### src/rtl/kernel_mem_bridge.sv
// Single-steps an HLS kernel with a clock-enable pulse, then services each active
// kernel memory port in index order over one shared host read and write channel.
module kernel_mem_bridge #(
    parameter int NUM_PORTS  = 2,
    parameter int ADDR_WID   = 14,
    parameter int DATA_WID   = 32,
    parameter int BYTE_SHIFT = 2
) (
    input  logic                          clk,
    input  logic                          reset,
    input  logic                          start,
    input  logic [63:0]                   read_base,
    input  logic [63:0]                   write_base,
    input  logic [63:0]                   read_size_input,
    input  logic                          read_ready,
    input  logic                          write_ready,
    input  logic [DATA_WID-1:0]           read_data,
    output logic                          read_enable,
    output logic                          write_enable,
    output logic [63:0]                   read_addr,
    output logic [63:0]                   write_addr,
    output logic [63:0]                   read_size_output,
    output logic [63:0]                   write_size,
    output logic [DATA_WID-1:0]           write_data,
    output logic                          done,
    output logic                          k_start,
    output logic                          k_step,
    input  logic                          k_done,
    input  logic [NUM_PORTS-1:0]          k_ce,
    input  logic [NUM_PORTS-1:0]          k_we,
    input  logic [NUM_PORTS*ADDR_WID-1:0] k_addr,
    input  logic [NUM_PORTS*DATA_WID-1:0] k_d,
    output logic [NUM_PORTS*DATA_WID-1:0] k_q,
    output logic [31:0]                   stat_steps,
    output logic [31:0]                   stat_reads,
    output logic [31:0]                   stat_writes
);
    localparam int PW = (NUM_PORTS > 1) ? $clog2(NUM_PORTS) : 1;

    typedef enum logic [3:0] {
        IDLE, STEP, CAPTURE, SCAN, ISSUE_RD, WAIT_RD, ISSUE_WR, WAIT_WR, FINISH
    } state_t;

    state_t                state_r;
    logic [NUM_PORTS-1:0]  pend_r;
    logic [NUM_PORTS-1:0]  we_r;
    logic [ADDR_WID-1:0]   addr_r [NUM_PORTS];
    logic [DATA_WID-1:0]   d_r    [NUM_PORTS];
    logic [DATA_WID-1:0]   q_r    [NUM_PORTS];
    logic                  done_l_r;
    logic [PW-1:0]         sel_r;

    logic [NUM_PORTS-1:0]  mask_s;
    logic                  any_s;
    logic [PW-1:0]         first_s;
    logic                  dispatch_s;

    function automatic logic [PW-1:0] lowest_set(input logic [NUM_PORTS-1:0] m);
        logic [PW-1:0] idx;
        idx = '0;
        for (int i = NUM_PORTS - 1; i >= 0; i--) begin
            idx = m[i] ? PW'(i) : idx;
        end
        return idx;
    endfunction

    function automatic logic [31:0] sat_inc(input logic [31:0] c);
        return (c == 32'hFFFF_FFFF) ? c : c + 32'd1;
    endfunction

    function automatic logic [63:0] byte_addr(input logic [63:0] base, input logic [ADDR_WID-1:0] a);
        return base + (64'(a) << BYTE_SHIFT);
    endfunction

    // Pending set seen by the dispatcher; a completing access already counts as retired.
    always_comb begin
        mask_s     = pend_r;
        dispatch_s = 1'b0;
        if (state_r == WAIT_RD) begin
            mask_s     = pend_r & ~(NUM_PORTS'(1'b1) << sel_r);
            dispatch_s = read_ready;
        end else if (state_r == WAIT_WR) begin
            mask_s     = pend_r & ~(NUM_PORTS'(1'b1) << sel_r);
            dispatch_s = write_ready;
        end else if (state_r == SCAN) begin
            mask_s     = pend_r;
            dispatch_s = 1'b1;
        end else begin
            mask_s     = pend_r;
            dispatch_s = 1'b0;
        end
        any_s   = |mask_s;
        first_s = lowest_set(mask_s);
    end

    for (genvar p = 0; p < NUM_PORTS; p++) begin : g_kq
        assign k_q[p*DATA_WID +: DATA_WID] = q_r[p];
    end

    // Sequencer: step kernel, capture its port requests, then serve them one by one.
    always_ff @(posedge clk or negedge reset) begin
        if (!reset) begin
            state_r          <= IDLE;
            pend_r           <= '0;
            we_r             <= '0;
            done_l_r         <= 1'b0;
            sel_r            <= '0;
            read_enable      <= 1'b0;
            write_enable     <= 1'b0;
            read_addr        <= 64'd0;
            write_addr       <= 64'd0;
            read_size_output <= 64'd0;
            write_size       <= 64'd0;
            write_data       <= '0;
            done             <= 1'b0;
            k_start          <= 1'b0;
            k_step           <= 1'b0;
            stat_steps       <= 32'd0;
            stat_reads       <= 32'd0;
            stat_writes      <= 32'd0;
            for (int p = 0; p < NUM_PORTS; p++) begin
                addr_r[p] <= '0;
                d_r[p]    <= '0;
                q_r[p]    <= '0;
            end
        end else begin
            read_enable  <= 1'b0;
            write_enable <= 1'b0;
            k_step       <= 1'b0;
            case (state_r)
                IDLE: begin
                    if (start) begin
                        done        <= 1'b0;
                        k_start     <= 1'b1;
                        k_step      <= 1'b1;
                        stat_steps  <= 32'd1;
                        stat_reads  <= 32'd0;
                        stat_writes <= 32'd0;
                        state_r     <= STEP;
                    end else begin
                        state_r <= IDLE;
                    end
                end
                STEP:     state_r <= CAPTURE;
                CAPTURE: begin
                    pend_r   <= k_ce;
                    we_r     <= k_we;
                    done_l_r <= k_done;
                    for (int p = 0; p < NUM_PORTS; p++) begin
                        addr_r[p] <= k_addr[p*ADDR_WID +: ADDR_WID];
                        d_r[p]    <= k_d[p*DATA_WID +: DATA_WID];
                    end
                    state_r <= SCAN;
                end
                SCAN:     state_r <= SCAN;
                ISSUE_RD: state_r <= WAIT_RD;
                WAIT_RD: begin
                    if (read_ready) begin
                        q_r[sel_r]    <= read_data;
                        pend_r[sel_r] <= 1'b0;
                    end else begin
                        state_r <= WAIT_RD;
                    end
                end
                ISSUE_WR: state_r <= WAIT_WR;
                WAIT_WR: begin
                    if (write_ready) begin
                        pend_r[sel_r] <= 1'b0;
                    end else begin
                        state_r <= WAIT_WR;
                    end
                end
                FINISH:   state_r <= IDLE;
                default:  state_r <= IDLE;
            endcase

            // Scan decision, also taken directly on completion so an access costs two cycles.
            if (dispatch_s) begin
                if (any_s) begin
                    sel_r <= first_s;
                    if (we_r[first_s]) begin
                        write_enable <= 1'b1;
                        write_addr   <= byte_addr(write_base, addr_r[first_s]);
                        write_data   <= d_r[first_s];
                        write_size   <= read_size_input;
                        stat_writes  <= sat_inc(stat_writes);
                        state_r      <= ISSUE_WR;
                    end else begin
                        read_enable      <= 1'b1;
                        read_addr        <= byte_addr(read_base, addr_r[first_s]);
                        read_size_output <= read_size_input;
                        stat_reads       <= sat_inc(stat_reads);
                        state_r          <= ISSUE_RD;
                    end
                end else if (done_l_r) begin
                    done    <= 1'b1;
                    k_start <= 1'b0;
                    state_r <= FINISH;
                end else begin
                    k_step     <= 1'b1;
                    stat_steps <= sat_inc(stat_steps);
                    state_r    <= STEP;
                end
            end
        end
    end
endmodule

### config.mk
export PLATFORM = sky130hd
export DESIGN_NAME = kernel_mem_bridge
export DESIGN_NICKNAME = d
export VERILOG_FILES = /design/src/rtl/kernel_mem_bridge.sv
export SDC_FILE = /design/constraint.sdc
export NUM_CORES = 1
export LEC_CHECK = 0
export CELL_PAD_IN_SITES_DETAIL_PLACEMENT = 2
export CELL_PAD_IN_SITES_GLOBAL_PLACEMENT = 2
export CORE_ASPECT_RATIO = 1.1
export CORE_MARGIN = 8
export CORE_UTILIZATION = 32
export CTS_BUF_LIST = sky130_fd_sc_hd__clkbuf_2 sky130_fd_sc_hd__clkbuf_4 sky130_fd_sc_hd__clkbuf_8
export DETAILED_ROUTE_END_ITERATION = 8
export GPL_TIMING_DRIVEN = 1
export MAX_ROUTING_LAYER = met4
export PLACE_DENSITY = 0.87
export SLEW_MARGIN = 20
export SYNTH_ARGS = -nofsm -noshare
export SYNTH_HDL_FRONTEND = slang
export SYNTH_SLANG_ARGS = --single-unit
### constraint.sdc
create_clock -name clk -period 7.95 [get_ports clk]
set_input_delay 0.795 -clock clk [delete_from_list [all_inputs] [get_ports clk]]
set_output_delay 0.795 -clock clk [all_outputs]
set_load 0.05 [all_outputs]
**Yosys cells after proc, flatten, opt, wreduce, memory -nomap -nowiden**

Cells that the tools add are included.

- Register bits: 555
- Input port bits: 326
- Output and inout port bits: 453
- Logic and storage cells: 142

- Add/subtract/negate cells: 5
- Order comparisons: 6
- Eq/ne operators: 17
- Shift-type cells: 1
- Multiplexer cells: 70
- Bitwise logic cells: 7
- Reduce and logical (&&, ||, !) cells: 12

Operators by type and width:

| operator | number |
|---|---|
| $mux 32 | 22 |
| $add 64x16->64 | 2 |
| $add 32x1->32 const B | 3 |
| $eq 32x32->1 const B | 3 |
| $bwmux 64 | 1 |
| $mux 14 | 3 |
| $demux 32 s1 | 1 |
| $mux 1 | 30 |
| $pmux 4 s7 | 1 |
| $mux 4 | 5 |
| $eq 4x3->1 const B | 4 |
| $ne 4x4->1 const B | 3 |
| $mux 2 | 5 |
| $reduce_and 3->1 | 3 |
| $eq 4x2->1 const B | 2 |
| $ne 3x3->1 const B | 2 |
| $pmux 2 s3 | 1 |
| $reduce_and 2->1 | 3 |
| $and 2x2->2 | 2 |
| $eq 4x1->1 const B | 1 |
| $ge 2x2->1 const B | 2 |
| $logic_not 4->1 | 1 |
| $lt 1x2->1 const B | 2 |
| $ne 2x2->1 const B | 2 |
| 10 further kinds | 14 |

**Depth between registers and ports, before layout**

- Word-level depth: 12
- Depth in mapped cells: 13
- Mapped depth without buffers: 11

**Worst setup path before layout**

No wires, ideal clock.

- Path type: register to register
- Start: reg state_r[2]
- End: reg write_addr[54]
- Library setup time: 136 ps
- Data arrival time: 3867 ps
- Required time: 7814 ps
- Path slack: 3947 ps
- Cell stages (with the launch flop): 13
- Buffers on the path: 2
- Period minus slack after synthesis: 4003 ps
- Cell sequence: dfrtp_1 > and4b_1 > a211oi_2 > clkbuf_1 > mux2_2 > ha_1 > and3_1 > a221oi_1 > or4_1 > a211o_1 > buf_2 > o41ai_1 > a31oi_1

- Longest elaborated chain between the ends: 10
- Elaborated cells on any way between the ends: 19
- Those cells by class: add/sub (1); eq/ne (3); mux (12); bitwise (1); reduce/logical (2)

RTL lines:

| item | RTL line | RTL |
|---|---|---|
| start, declared | 44 | `state_t state_r;` |
| start signal, assigned | 103 | `state_r <= IDLE;` |
| start signal, assigned | 139 | `state_r <= STEP;` |
| start signal, assigned | 141 | `state_r <= IDLE;` |
| $eq 4x3->1 | 82 | `end else if (state_r == WAIT_WR) begin` |
| $mux 2 | 82 |  |
| $mux 2 | 79 | `if (state_r == WAIT_RD) begin` |
| $mux 1 (2 in series) | 62 | `idx = m[i] ? PW'(i) : idx;` |
| $not 1->2 (implied by the code) | 183 | `write_addr <= byte_addr(write_base, addr_r[first_s]);` |
| $mux 14 (implied by the code) (3 in series) | 183 |  |
| $add 64x16->64 | 72 | `return base + (64'(a) << BYTE_SHIFT);` |
| end signal, assigned | 183 |  |
| end, declared | 21 | `output logic [63:0] write_addr,` |

Several ways; a longest one is shown, not always the timed one. The select of a mux whose other input is x is not followed.
A chain may end at the register's enable or synchronous reset.

**Worst setup path in the final report**

- Start: reg state_r[3]
- End: reg write_addr[42]

The elaborated chain is that of the path after synthesis.

==> out/metrics.cfg <==
[run_status]
status=finished clean

[synth]
ys.warnings.count=0
syn_area_per_cell_um2=9.753
yosysSeqAreaShare=0.5182
async_flop_share=1.000
synthCells=2748
syn_nets=3111
syn_area_mm2=0.02680
ys.flop_type=dfrtp_1
synth_seq_cells=555
synth-edff-count=0
ys_types=80

[route]
ant_nets=0
drc=0
vias_per_cell=5.597
drt_iter0_markers=1449
dr.pass1.iters=5
routed_wl_um=140800
vias=26310
wl_per_cell_um=29.95

[power_and_ir_drop]
p_leak_nw=15.97
peakVddDrop_mv=0.2420
p_total_mw=17.24
power.density_mw_per_mm2=455.4

[clocking]
ctsRootBufferMaster=clkbuf_8
cts_max_level=3
clkLatencyLatePin_ns=0.74
clk_pin_slew_worst_paths_ns=0.07
cts_tree=done
postCtsHoldBufs=0
cts_buffers=102
ctsResizeCount=0
clockBufferDepth=3
postCtsSetupBuffers=0
clock_sinks=555

[finish]
final_cell_mix=777 x clkdlybuf4s50_1, 685 x nand2_1, 555 x dfrtp_1
final_cell_count_no_fill=4700
fin_util=0.4552
layout_commonest_cell=clkdlybuf4s50_1
drive_gt1_frac=0.1152
final_nets=3869
synthToLayoutAreaGrowth_pct=41.28
design_area_mm2=0.03787

[placement]
place.detailed.hpwl_um=98890
dpl.cell_count=4475
dpl_cell_area_mm2=0.03557
routabilityCongestion=0.9038
pre_cts_ws_ns=2.516
port_buffers=778

[floorplanning]
dieHeight_um=319.5
ios=779
rows=111
fp.dieArea_mm2=0.09328
core_mm2=0.08319
die_w_um=291.9
start_util=0.3222

[critical_path]
critPathMaxStageDelay_ns=0.74
crit_path_start=state_r[3]$_DFFE_PN0P_
worstRegToRegCells=12
r2r-start=state_r[3]$_DFFE_PN0P_
path_buf_inv=1
cp_max_fo=25
cpMaxStageDelayCell=a211o_1
r2r_setup_slack_ns=2.38
crit_type=flop to flop
r2r_end=write_addr[42]$_DFFE_PN0P_
cp-end-kind=flop
cp.arrival_ns=6.21
path_cells=nand3b_1 -> a211oi_4 -> buf_4 -> mux2_2 -> ha_1 -> fa_1 -> a21o_1 -> a221oi_1 -> or4_1 -> a211o_1 -> o21ai_0 -> a31oi_1
start_kind=flop
path_delay_family=compound AO/OA/AOI/OAI gates
crit_required_ns=8.59

[timing]
setup_viol=0
fin_crit_sh=0.7005
final.setup.tns_ns=0
slew_viol_final=0
layout_min_cycle_time_ns=5.569
hold_ws_ns=0.1136
timing_hold_violations_final=0
worst_pin_slew_ns=1.097
setup_ws_ns=2.381
skew_ns=0.04243
maxSlewHeadroom=0.2689
timing.fmax_mhz=179.6
rsz0062_at_grt=no

[global_route]
grt_overflow=0
grt_pass1_vias=30050
antenna_found_initial=38
grt_max_degree=158
grt_pass1_wl_um=205900
grt_usage=0.2976

[run]
maxCapViolations=0

[min_path]
hp-class=input pin to async pin

kinds of logic (layout without fill, tap and decap cells):
kind of cell               Yosys count  after routing  synth area share
adders and majority gates           37             37           0.01783
buffers and inverters              189           1026           0.02950
xor gates and xnor gates            81             81           0.02647
AOI/OAI and AO/OA                  508            508            0.1203
DFF                                555            555            0.5182
and+or+nand+nor                   1160           1160            0.1978
muxes                              218            218           0.08986
other                                0             42                 0
cells in the mapped netlist (10+ instances only):
cell       count  area [um2]
mux2i_1       42       420.4
nor3_1        42       210.2
o21ai_0      174       870.8
clkbuf_1      82       307.8
a41oi_1       10       87.58
xor2_1        11       96.34
nand4_1       64       400.4
ha_1          35       437.9
o31ai_1       24       180.2
and4_1        15       131.4
nor3b_1       10       75.07
nor4_1        21       131.4
nand2_1      685        2571
o211ai_1      10       75.07
and2_1        11       68.82
inv_1         40       150.1
dfrtp_1      555       13890
or3_1         19       118.9
a2111oi_0     22       192.7
a31oi_1       67       419.2
and3_1        49       306.5
a21oi_1       74       370.4
or4_1         15       112.6
a211oi_1      32       240.2
nand3_1       90       450.4
xnor2_1       70       613.1
a21o_1        13       97.59
buf_2         56       280.3
nor2_1        89       334.1
mux2_2       174        1959
a211o_1       10       87.58
final cells by class:
| cell class | count | area, um2 |
|---|---|---|
| Antenna cell | 42 | 105.1 |
| Clock buffer | 158 | 1949 |
| Clock inverter | 25 | 230.2 |
| Fill cell | 8610 | 45320 |
| Inverter | 42 | 162.7 |
| Multi-Input combinational cell | 2004 | 12200 |
| Sequential cell | 555 | 13890 |
| Tap cell | 1073 | 1343 |
| Timing Repair Buffer | 801 | 7990 |
metal layers:
layer,track usage,share of wire,vias to the layer above
met4,0.1680,0.064,0
met3,0.08843,0.070,366
met1,0.3048,0.36,13610
li1,-,-,11350
met2,0.5078,0.50,986
met5,-,0,-
how the worst max path moves through the flow:
stage / end / cells past startpoint / slack (ns)
after floorplan: write_addr[54]$_DFFE_PN0P_ / 12 / 3.95
after global placement: write_addr[46]$_DFFE_PN0P_ / 11 / 2.76
after detailed placement: write_addr[42]$_DFFE_PN0P_ / 12 / 2.52
after CTS: write_addr[42]$_DFFE_PN0P_ / 12 / 2.34
after global routing: write_addr[42]$_DFFE_PN0P_ / 12 / 2.09
final: write_addr[42]$_DFFE_PN0P_ / 12 / 2.38
sequential cells by signal (all words and copies together), names as in the netlist, 2 cells and up:
signal,cells
read_addr,64
d_r,64
pend_r,2
stat_reads,32
addr_r,28
write_addr,64
read_size_output,64
write_size,64
write_data,32
stat_steps,32
k_q,64
state_r,4
stat_writes,32
we_r,2
report_power, final:
group          total, mW  switching, mW  leakage [nW]  internal, mW
logic               9.42           6.47          7.76          2.95
registers           4.79          0.841          7.04          3.95
clock network       3.03           1.37          1.18          1.66
No activity file was read; power rests on OpenSTA's default activity.
